$ cat config.mk
export PLATFORM = sky130hd
export DESIGN_NAME = plab4_net_router_input_ctrl_arb_multi
export DESIGN_NICKNAME = d
export VERILOG_FILES = /design/src/rtl/plab4_net_arb_pkg.sv /design/src/rtl/plab4_net_RouterInputCtrl.sv /design/src/rtl/plab4_net_rr_prio_pick.sv /design/src/rtl/plab4_net_router_input_ctrl_arb_multi.sv
export SDC_FILE = /design/constraint.sdc
export NUM_CORES = 1
export LEC_CHECK = 0
export BUFFER_PORTS_ARGS = -buffer_cell sky130_fd_sc_hd__buf_2
export CAP_MARGIN = 15
export CORE_AREA = 4 4 41 43
export DETAILED_ROUTE_END_ITERATION = 6
export DIE_AREA = 0 0 45 47
export PLACE_DENSITY_LB_ADDON = 0.2
export SLEW_MARGIN = 10
export SYNTH_ARGS = -nofsm -noshare
export SYNTH_HDL_FRONTEND = slang
export SYNTH_SLANG_ARGS = --single-unit
$ cat constraint.sdc
create_clock -name clk -period 4.3 [get_ports clk]
set_clock_uncertainty 0.2 [all_clocks]
set_input_delay 0.215 -clock clk [delete_from_list [all_inputs] [get_ports clk]]
set_output_delay 0.215 -clock clk [all_outputs]
set_load 0.05 [all_outputs]
$ cat src/rtl/plab4_net_arb_pkg.sv
// rtl/plab4_net_arb_pkg.sv - shared constants and helpers for the input-port domain arbiter
package plab4_net_arb_pkg;

  localparam int ARB_MODE_RR  = 0;
  localparam int ARB_MODE_TDM = 1;

  // (value + 1) mod n, valid for 0 <= value < n
  function automatic int mod_incr(input int value, input int n);
    return (value + 1 >= n) ? 0 : value + 1;
  endfunction

endpackage

$ cat src/rtl/plab4_net_RouterInputCtrl.sv
// rtl/plab4_net_RouterInputCtrl.sv - per-buffer route unit: destination to output-port requests
module plab4_net_RouterInputCtrl #(
  parameter int p_router_id   = 0,
  parameter int p_num_routers = 8,
  parameter int p_num_ports   = 3,
  parameter logic [p_num_ports-1:0] p_default_reqs = 3'b001,
  localparam int c_dest_nbits = $clog2(p_num_routers)
) (
  input  logic [c_dest_nbits-1:0] dest,
  input  logic                    in_val,
  output logic                    in_rdy,
  output logic [p_num_ports-1:0]  reqs,
  input  logic [p_num_ports-1:0]  grants
);

  localparam logic [c_dest_nbits-1:0] c_id        = c_dest_nbits'(p_router_id);
  // port 1 is the local terminal port
  localparam logic [p_num_ports-1:0]  c_term_reqs = p_num_ports'(2);

  // Local messages go to the terminal, everything else passes through
  always_comb begin
    reqs = '0;
    if (in_val) begin
      reqs = (dest == c_id) ? c_term_reqs : p_default_reqs;
    end
    in_rdy = |(reqs & grants);
  end

endmodule

$ cat src/rtl/plab4_net_rr_prio_pick.sv
// rtl/plab4_net_rr_prio_pick.sv - N-way cyclic priority pick starting at a pointer
module plab4_net_rr_prio_pick #(
  parameter int p_n = 2,
  localparam int c_idx_nbits = (p_n > 1) ? $clog2(p_n) : 1
) (
  input  logic [p_n-1:0]         reqs,
  input  logic [c_idx_nbits-1:0] ptr,
  output logic [c_idx_nbits-1:0] winner,
  output logic                   val
);

  // Scan ptr, ptr+1, ... (mod p_n) and take the first requester
  always_comb begin
    int idx;
    idx    = 0;
    winner = '0;
    val    = 1'b0;
    for (int i = 0; i < p_n; i++) begin
      idx = int'(ptr) + i;
      if (idx >= p_n) idx = idx - p_n;
      if (!val && reqs[idx]) begin
        winner = c_idx_nbits'(idx);
        val    = 1'b1;
      end
    end
  end

endmodule

$ cat src/rtl/plab4_net_router_input_ctrl_arb_multi.sv
// rtl/plab4_net_router_input_ctrl_arb_multi.sv - per-input-port arbiter merging per-domain route requests
module plab4_net_router_input_ctrl_arb_multi
  import plab4_net_arb_pkg::*;
#(
  parameter int p_router_id   = 0,
  parameter int p_num_routers = 8,
  parameter int p_num_domains = 2,
  parameter int p_num_ports   = 3,
  parameter logic [p_num_ports-1:0] p_default_reqs = 3'b001,
  parameter int p_mode        = ARB_MODE_RR,
  parameter int p_slot_len    = 4,
  localparam int c_dest_nbits = $clog2(p_num_routers),
  localparam int c_dom_nbits  = (p_num_domains > 1) ? $clog2(p_num_domains) : 1
) (
  input  logic                                  clk,
  input  logic                                  reset,
  input  logic [p_num_domains*c_dest_nbits-1:0] dest,
  input  logic [p_num_domains-1:0]              in_val,
  output logic [p_num_domains-1:0]              in_rdy,
  output logic [p_num_ports-1:0]                reqs,
  input  logic [p_num_ports-1:0]                grants,
  output logic [c_dom_nbits-1:0]                domain,
  output logic                                  domain_val
);

  localparam int c_slot_nbits = (p_slot_len > 1) ? $clog2(p_slot_len) : 1;
  localparam logic [c_slot_nbits-1:0] c_slot_last = c_slot_nbits'(p_slot_len - 1);

  logic [p_num_domains-1:0][p_num_ports-1:0] reqs_d;
  logic [p_num_domains-1:0][p_num_ports-1:0] grants_d;
  logic [p_num_domains-1:0]                  req_any;

  logic [c_dom_nbits-1:0]  rr_ptr;
  logic [c_dom_nbits-1:0]  lock_dom;
  logic                    lock_val;
  logic [c_slot_nbits-1:0] slot_cnt;
  logic [c_dom_nbits-1:0]  slot_own;

  logic [c_dom_nbits-1:0]  pick_dom;
  logic                    pick_val;
  logic [c_dom_nbits-1:0]  winner;
  logic                    win_val;
  logic                    xfer;

  genvar d;
  generate
    for (d = 0; d < p_num_domains; d++) begin : g_dom
      plab4_net_RouterInputCtrl #(
        .p_router_id    (p_router_id),
        .p_num_routers  (p_num_routers),
        .p_num_ports    (p_num_ports),
        .p_default_reqs (p_default_reqs)
      ) route_unit (
        .dest   (dest[d*c_dest_nbits +: c_dest_nbits]),
        .in_val (in_val[d]),
        .in_rdy (in_rdy[d]),
        .reqs   (reqs_d[d]),
        .grants (grants_d[d])
      );

      assign req_any[d] = |reqs_d[d];
      // Only the winning domain ever sees the output-port grants
      assign grants_d[d] = (domain_val && (winner == c_dom_nbits'(d))) ? grants : '0;
    end
  endgenerate

  plab4_net_rr_prio_pick #(
    .p_n (p_num_domains)
  ) rr_pick (
    .reqs   (req_any),
    .ptr    (rr_ptr),
    .winner (pick_dom),
    .val    (pick_val)
  );

  // Winner selection: TDM slot owner, else sticky lock, else round-robin pick
  always_comb begin
    winner  = '0;
    win_val = 1'b0;
    if (p_mode == ARB_MODE_TDM) begin
      winner  = slot_own;
      win_val = req_any[slot_own];
    end else if (lock_val && req_any[lock_dom]) begin
      winner  = lock_dom;
      win_val = 1'b1;
    end else begin
      winner  = pick_dom;
      win_val = pick_val;
    end
  end

  // Gating with reset makes every output drop the moment reset asserts
  assign domain_val = reset & win_val;
  assign domain     = reset ? winner : '0;
  assign reqs       = domain_val ? reqs_d[winner] : '0;
  assign xfer       = domain_val & in_val[winner] & in_rdy[winner];

  // Round-robin pointer and sticky lock: a blocked winner keeps the port until it transfers
  always_ff @(posedge clk or negedge reset) begin
    if (!reset) begin
      rr_ptr   <= '0;
      lock_val <= 1'b0;
      lock_dom <= '0;
    end else if (p_mode == ARB_MODE_RR) begin
      if (xfer) begin
        rr_ptr   <= c_dom_nbits'(mod_incr(32'(winner), p_num_domains));
        lock_val <= 1'b0;
      end else if (domain_val) begin
        lock_val <= 1'b1;
        lock_dom <= winner;
      end else begin
        lock_val <= 1'b0;
      end
    end
  end

  // TDM slot timer: advances every cycle regardless of traffic
  always_ff @(posedge clk or negedge reset) begin
    if (!reset) begin
      slot_cnt <= '0;
      slot_own <= '0;
    end else if (p_mode == ARB_MODE_TDM) begin
      if (slot_cnt == c_slot_last) begin
        slot_cnt <= '0;
        slot_own <= c_dom_nbits'(mod_incr(32'(slot_own), p_num_domains));
      end else begin
        slot_cnt <= slot_cnt + 1'b1;
      end
    end
  end

endmodule

## Word-level counts from Yosys, hierarchy flattened

Index checks and enable logic that the tools add are counted.

| word-level totals | value |
|---|---|
| register bits | 3 |
| input port bits | 13 |
| output and inout port bits | 7 |
| word-level logic and storage cells | 66 |

| operators by class | value |
|---|---|
| $add $sub $neg | 4 |
| magnitude comparators | 7 |
| muxes and demuxes | 33 |
| bitwise gates (word level) | 7 |
| reduce and logical (&&, ||, !) cells | 12 |

Operators with widths:

| cell | count |
|---|---|
| $lt A32 B3 Y1 const B | 2 |
| $mux W32 | 2 |
| $ge A32 B3 Y1 const B | 1 |
| $sub A32 B3 Y32 const B | 1 |
| $mux W1 | 22 |
| $mux W3 | 7 |
| $reduce_or A3 Y1 | 4 |
| $and A3 B3 Y3 | 2 |
| $logic_not A3 Y1 | 2 |
| $add A1 B1 Y2 const B | 2 |
| $logic_and A1 B1 Y1 | 4 |
| $lt A1 B2 Y1 const B | 2 |
| $mux W2 | 2 |
| $and A1 B1 Y1 | 3 |
| $sub A1 B2 Y3 const B | 1 |
| $ge A1 B2 Y1 const B | 1 |
| $ge A2 B2 Y1 const B | 1 |
| $not A1 Y1 | 2 |
| $reduce_and A2 Y1 | 1 |
| $logic_not A1 Y1 | 1 |

## Logic depth before layout (Yosys ltp)

| logic depth | value |
|---|---|
| depth in word-level cells | 22 |
| depth in mapped cells | 4 |
| mapped depth without buffers | 4 |

## Cells and area by module

Synthesis repeated with hierarchy kept, for this count alone.

| unflattened totals | value |
|---|---|
| cells, all modules | 74 |
| area, all modules | 543.0 um^2 |

By module, submodules not included:

| module | instances | cells an instance | area each (um^2) | sequential area each (um^2) |
|---|---|---|---|---|
| plab4_net_router_input_ctrl_arb_multi | 1 | 55 | 420.4 | 75.1 |
| plab4_net_RouterInputCtrl | 2 | 8 | 52.6 | 0.0 |
| plab4_net_rr_prio_pick | 1 | 3 | 17.5 | 0.0 |

## Worst setup path before layout

Ideal clock, no wire load.

| path | value |
|---|---|
| path kind | register to output |
| from | reg lock_val |
| to | out reqs[1] |
| arrival | 1685 ps |
| required time | 3885 ps |
| path slack | 2200 ps |
| cell stages (with the launch flop) | 5 |
| path buffers | 0 |
| path through | dfrtp_1 -> mux2i_2 -> a21boi_2 -> nand3b_1 -> a21boi_1 |

| between the ends | value |
|---|---|
| word-level cells in the longest chain between the ends | 5 |
| elaborated cells on any way between the ends | 7 |
| those cells by class | mux (5); bitwise (1); reduce/logical (1) |

RTL lines:

| what | RTL line | text |
|---|---|---|
| start, declared | plab4_net_router_input_ctrl_arb_multi.sv:35 | `logic lock_val;` |
| start signal, assigned | plab4_net_router_input_ctrl_arb_multi.sv:102 | `lock_val <= 1'b0;` |
| start signal, assigned | plab4_net_router_input_ctrl_arb_multi.sv:107 | `lock_val <= 1'b0;` |
| start signal, assigned | plab4_net_router_input_ctrl_arb_multi.sv:109 | `lock_val <= 1'b1;` |
| $logic_and A1 B1 Y1 * | plab4_net_router_input_ctrl_arb_multi.sv:83 | `end else if (lock_val && req_any[lock_dom]) begin` |
| $mux W1 | plab4_net_router_input_ctrl_arb_multi.sv:83 |  |
| $mux W3 (not written as such) (2 in a row) | plab4_net_router_input_ctrl_arb_multi.sv:95 | `assign reqs = domain_val ? reqs_d[winner] : '0;` |
| $mux W3 * | plab4_net_router_input_ctrl_arb_multi.sv:95 |  |
| end, declared | plab4_net_router_input_ctrl_arb_multi.sv:20 | `output logic [p_num_ports-1:0] reqs,` |

Every way passes the cells marked *; elsewhere a longest branch is shown, timed or not. The select of a mux whose other input is x is not followed.

## Worst setup path in the final report

| path | value |
|---|---|
| from | in reset |
| to | out in_rdy[1] |

| between the ends | value |
|---|---|
| word-level cells in the longest chain between the ends | 5 |

RTL lines:

| what | RTL line | text |
|---|---|---|
| start, declared | plab4_net_router_input_ctrl_arb_multi.sv:16 | `input logic reset,` |
| $and A1 B1 Y1 | plab4_net_router_input_ctrl_arb_multi.sv:93 | `assign domain_val = reset & win_val;` |
| $logic_and A1 B1 Y1 | plab4_net_router_input_ctrl_arb_multi.sv:63 | `assign grants_d[d] = (domain_val && (winner == c_dom_nbits'(d))) ? grants : '0;` |
| $mux W3 | plab4_net_router_input_ctrl_arb_multi.sv:63 |  |
| $and A3 B3 Y3 | plab4_net_RouterInputCtrl.sv:26 | `in_rdy = \|(reqs & grants);` |
| $reduce_or A3 Y1 | plab4_net_RouterInputCtrl.sv:26 |  |
| end, declared | plab4_net_router_input_ctrl_arb_multi.sv:19 | `output logic [p_num_domains-1:0] in_rdy,` |

No other way between the ends.

==> run_results.csv <==
group,metric,value,unit
run_status,status,"completed",
cells_and_area,multi_input_area,187.7,sq um
detailed_routing,ant_nets,0,
timing,drv_slew,0,
placement,place_congestion,0.7080,
placement,place_hpwl,561.8,um
power,pwr-share-seq,26.9,%
clock_network,cts.root.buffer_cell,"clkbuf_4",
clock_network,clkSinkCount,3,
global_route,grt_pass1_vias,264,
floorplanning,coreArea,1301,sq um
logic_synthesis,synth_area,296.5,sq um
clock_network,post_cts_buffers,0,
worst_setup_path,worstReg2RegEnd,"lock_dom",
floorplanning,pin_count,20,
logic_synthesis,ys_seq_area_share,25.32,%
floorplanning,initial_core_util,22.79,%
worst_setup_path,rrSetupSlack,2.88,ns
clock_network,cts_made_buffers,3,
power,intPower,0.00008697,W
global_route,antenna_found_initial,0,
detailed_routing,via_per_inst,4.091,
logic_synthesis,syn_nets,45,
timing,rsz0062_at_grt,"no",
cells_and_area,final_layout_size_suffix_gt1_share,54.90,%
worst_setup_path,critPathLaunch,"reset",
global_route,grt_pass1_wl,972,um
clock_network,ctsLongestPathBuffers,2,
global_route,grt_overflow,0,
worst_setup_path,startpoint_type,"primary input",
power,p_leak,0.2120,nW
logic_synthesis,yosysUniqueCellTypes,17,
clock_network,cts.htree.levels,1,
worst_setup_path,cp.required,3.88,ns
cells_and_area,mostFrequentLayoutCell,"buf_2",
floorplanning,die_height,47,um
power,p_per_area,328.5,nW/um^2
cells_and_area,syn2layout_area_growth,39.66,%
clock_network,cts_tree,"yes",
timing,hold_viol,0,
cells_and_area,antenna_cells,0,
worst_setup_path,r2r_start,"lock_val",
detailed_routing,drcViolationCount,0,
global_route,grt_max_degree,8,
worst_setup_path,crit_type,"primary input to primary output",
floorplanning,rows,13,
detailed_routing,num_vias,270,
power,power,0.0001360,W
power,ir_drop,0.1623,mV
timing,fmax,495.3,MHz
logic_synthesis,avgSynthCellArea,9.267,sq um
worst_setup_path,worst_r2r_path_depth,4,
logic_synthesis,synth-seq-cells,3,
detailed_routing,drt_iter0_markers,3,
worst_setup_path,critical_path.max_fanout,7,
power,sw_frac_of_total,36.07,%
placement,portBuffers,17,
clock_network,cts.reportedPaths.clkPinSlew,0.04,ns
clock_network,clock_latency,0.23,ns
power,clkPwrFrac,35.8,%
worst_setup_path,arrival,1.60,ns
global_route,track_usage,6.973,%
timing,final.min_clock_period,2.019,ns
flow_run,maxCapViolCount,0,
cells_and_area,num-fill-cells,161,
power,p_sw,0.00004908,W
floorplanning,die-width,45,um
detailed_routing,routed_wl,656,um
timing,setup_viol,0,
cells_and_area,fin_nets,65,
timing,finalCritPeriodShare,46.95,%
worst_setup_path,end_kind,"primary output",
detailed_routing,routedWlPerCell,9.939,um
logic_synthesis,yosysWarningCount,0,
timing,setup_tns,0,ns
cells_and_area,final-seq-area,75.07,sq um
logic_synthesis,synth_cells,32,
power,p_comb_share,37.3,%
cells_and_area,final_cell_mix,"17 x buf_2, 4 x nand2_1",
floorplanning,dieArea,2115,sq um
min_path,hold_path.class,"primary input to async pin",
detailed_routing,first_pass_iters,4,
[repair_timing]
action,4_1_cts,5_1_grt
resized for setup,0,0
hold buffers,1,0
hold endpoints to repair,3,0
[Yosys cell counts, drive strengths merged]
cell type / count / share of area [%]
mux2i: 4 / 15
nand2: 4 / 5.1
a21boi: 3 / 8.9
buf: 3 / 7.6
dfrtp: 3 / 25
inv: 3 / 3.8
nor3: 3 / 10
nand3b: 2 / 5.1
a21oi: 1 / 5.5
and2: 1 / 2.1
and2b: 1 / 3.0
conb: 1 / 1.3
nand2b: 1 / 2.1
o21ai: 1 / 1.7
o21bai: 1 / 3.8
[area by class of cell]
| class | count | share of cell area (%) |
|---|---|---|
| Clock buffer | 4 | 6.344 |
| Tap cell | 15 | 4.532 |
| Sequential cell | 3 | 18.13 |
| Timing Repair Buffer | 18 | 22.96 |
| Inverter | 3 | 2.719 |
| Multi-Input combinational cell | 23 | 45.32 |
[through the flow]
stage	hold slack (ns)	area (sq um)	cells	util [%]	setup slack [ns]
after floorplan	-0.2806	296.5	32	-	2.200
after global placement	-0.1594	377.9	61	29.04	2.536
after detailed placement	-0.1611	377.9	61	29.04	2.527
after CTS	0.1326	414.1	66	31.83	2.255
after global routing	0.1274	414.1	66	31.83	2.159
final	0.1311	414.1	66	31.83	2.281
[sequential cells by signal, indices dropped and copies added (netlist names)]
register	flops
lock_dom	1
lock_val	1
rr_ptr	1
[how the worst max path moves through the flow]
stage | slack, ns | depth (start not counted) | endpoint
after global routing | 2.16 | 5 | reqs[1]
after global placement | 2.54 | 5 | reqs[1]
after floorplan | 2.20 | 4 | reqs[1]
after CTS | 2.26 | 6 | in_rdy[1]
after detailed placement | 2.53 | 5 | reqs[1]
final | 2.28 | 6 | in_rdy[1]
[per-layer routing]
metal	track usage (%)	vias up	share of wire [%]
met5	0	-	0
met4	7.018	0	0
met3	3.448	0	12
met2	10.17	11	52
met1	7.110	118	37
li1	-	141	-
[power groups by stage]
stage	registers [W]	clock network (W)	logic (W)
after global routing	0.0000372	0.0000553	0.0000547
after floorplan	0.0000366	0	0.0000394
after detailed placement	0.0000370	0	0.0000508
after CTS	0.0000367	0.0000522	0.0000516
final	0.0000366	0.0000488	0.0000507
after global placement	0.0000371	0	0.0000505
[critical path, stage by stage]
cell	delay [ns]
dlygate4sd3_1	0.52
buf_2	0.17
nand2_1	0.10
a21oi_4	0.16
and2b_2	0.18
buf_2	0.26
[cell families (layout without fill, tap and decap cells)]
family	count (synthesis)	in the layout	synth area share, %
and+or+nand+nor	12	12	27.43
AOI/OAI and AO/OA	6	6	19.83
buffers and inverters	6	25	11.39
muxes	4	4	14.77
DFF	3	3	25.32
other	1	1	1.265
(Power assumes the default switching activity.)
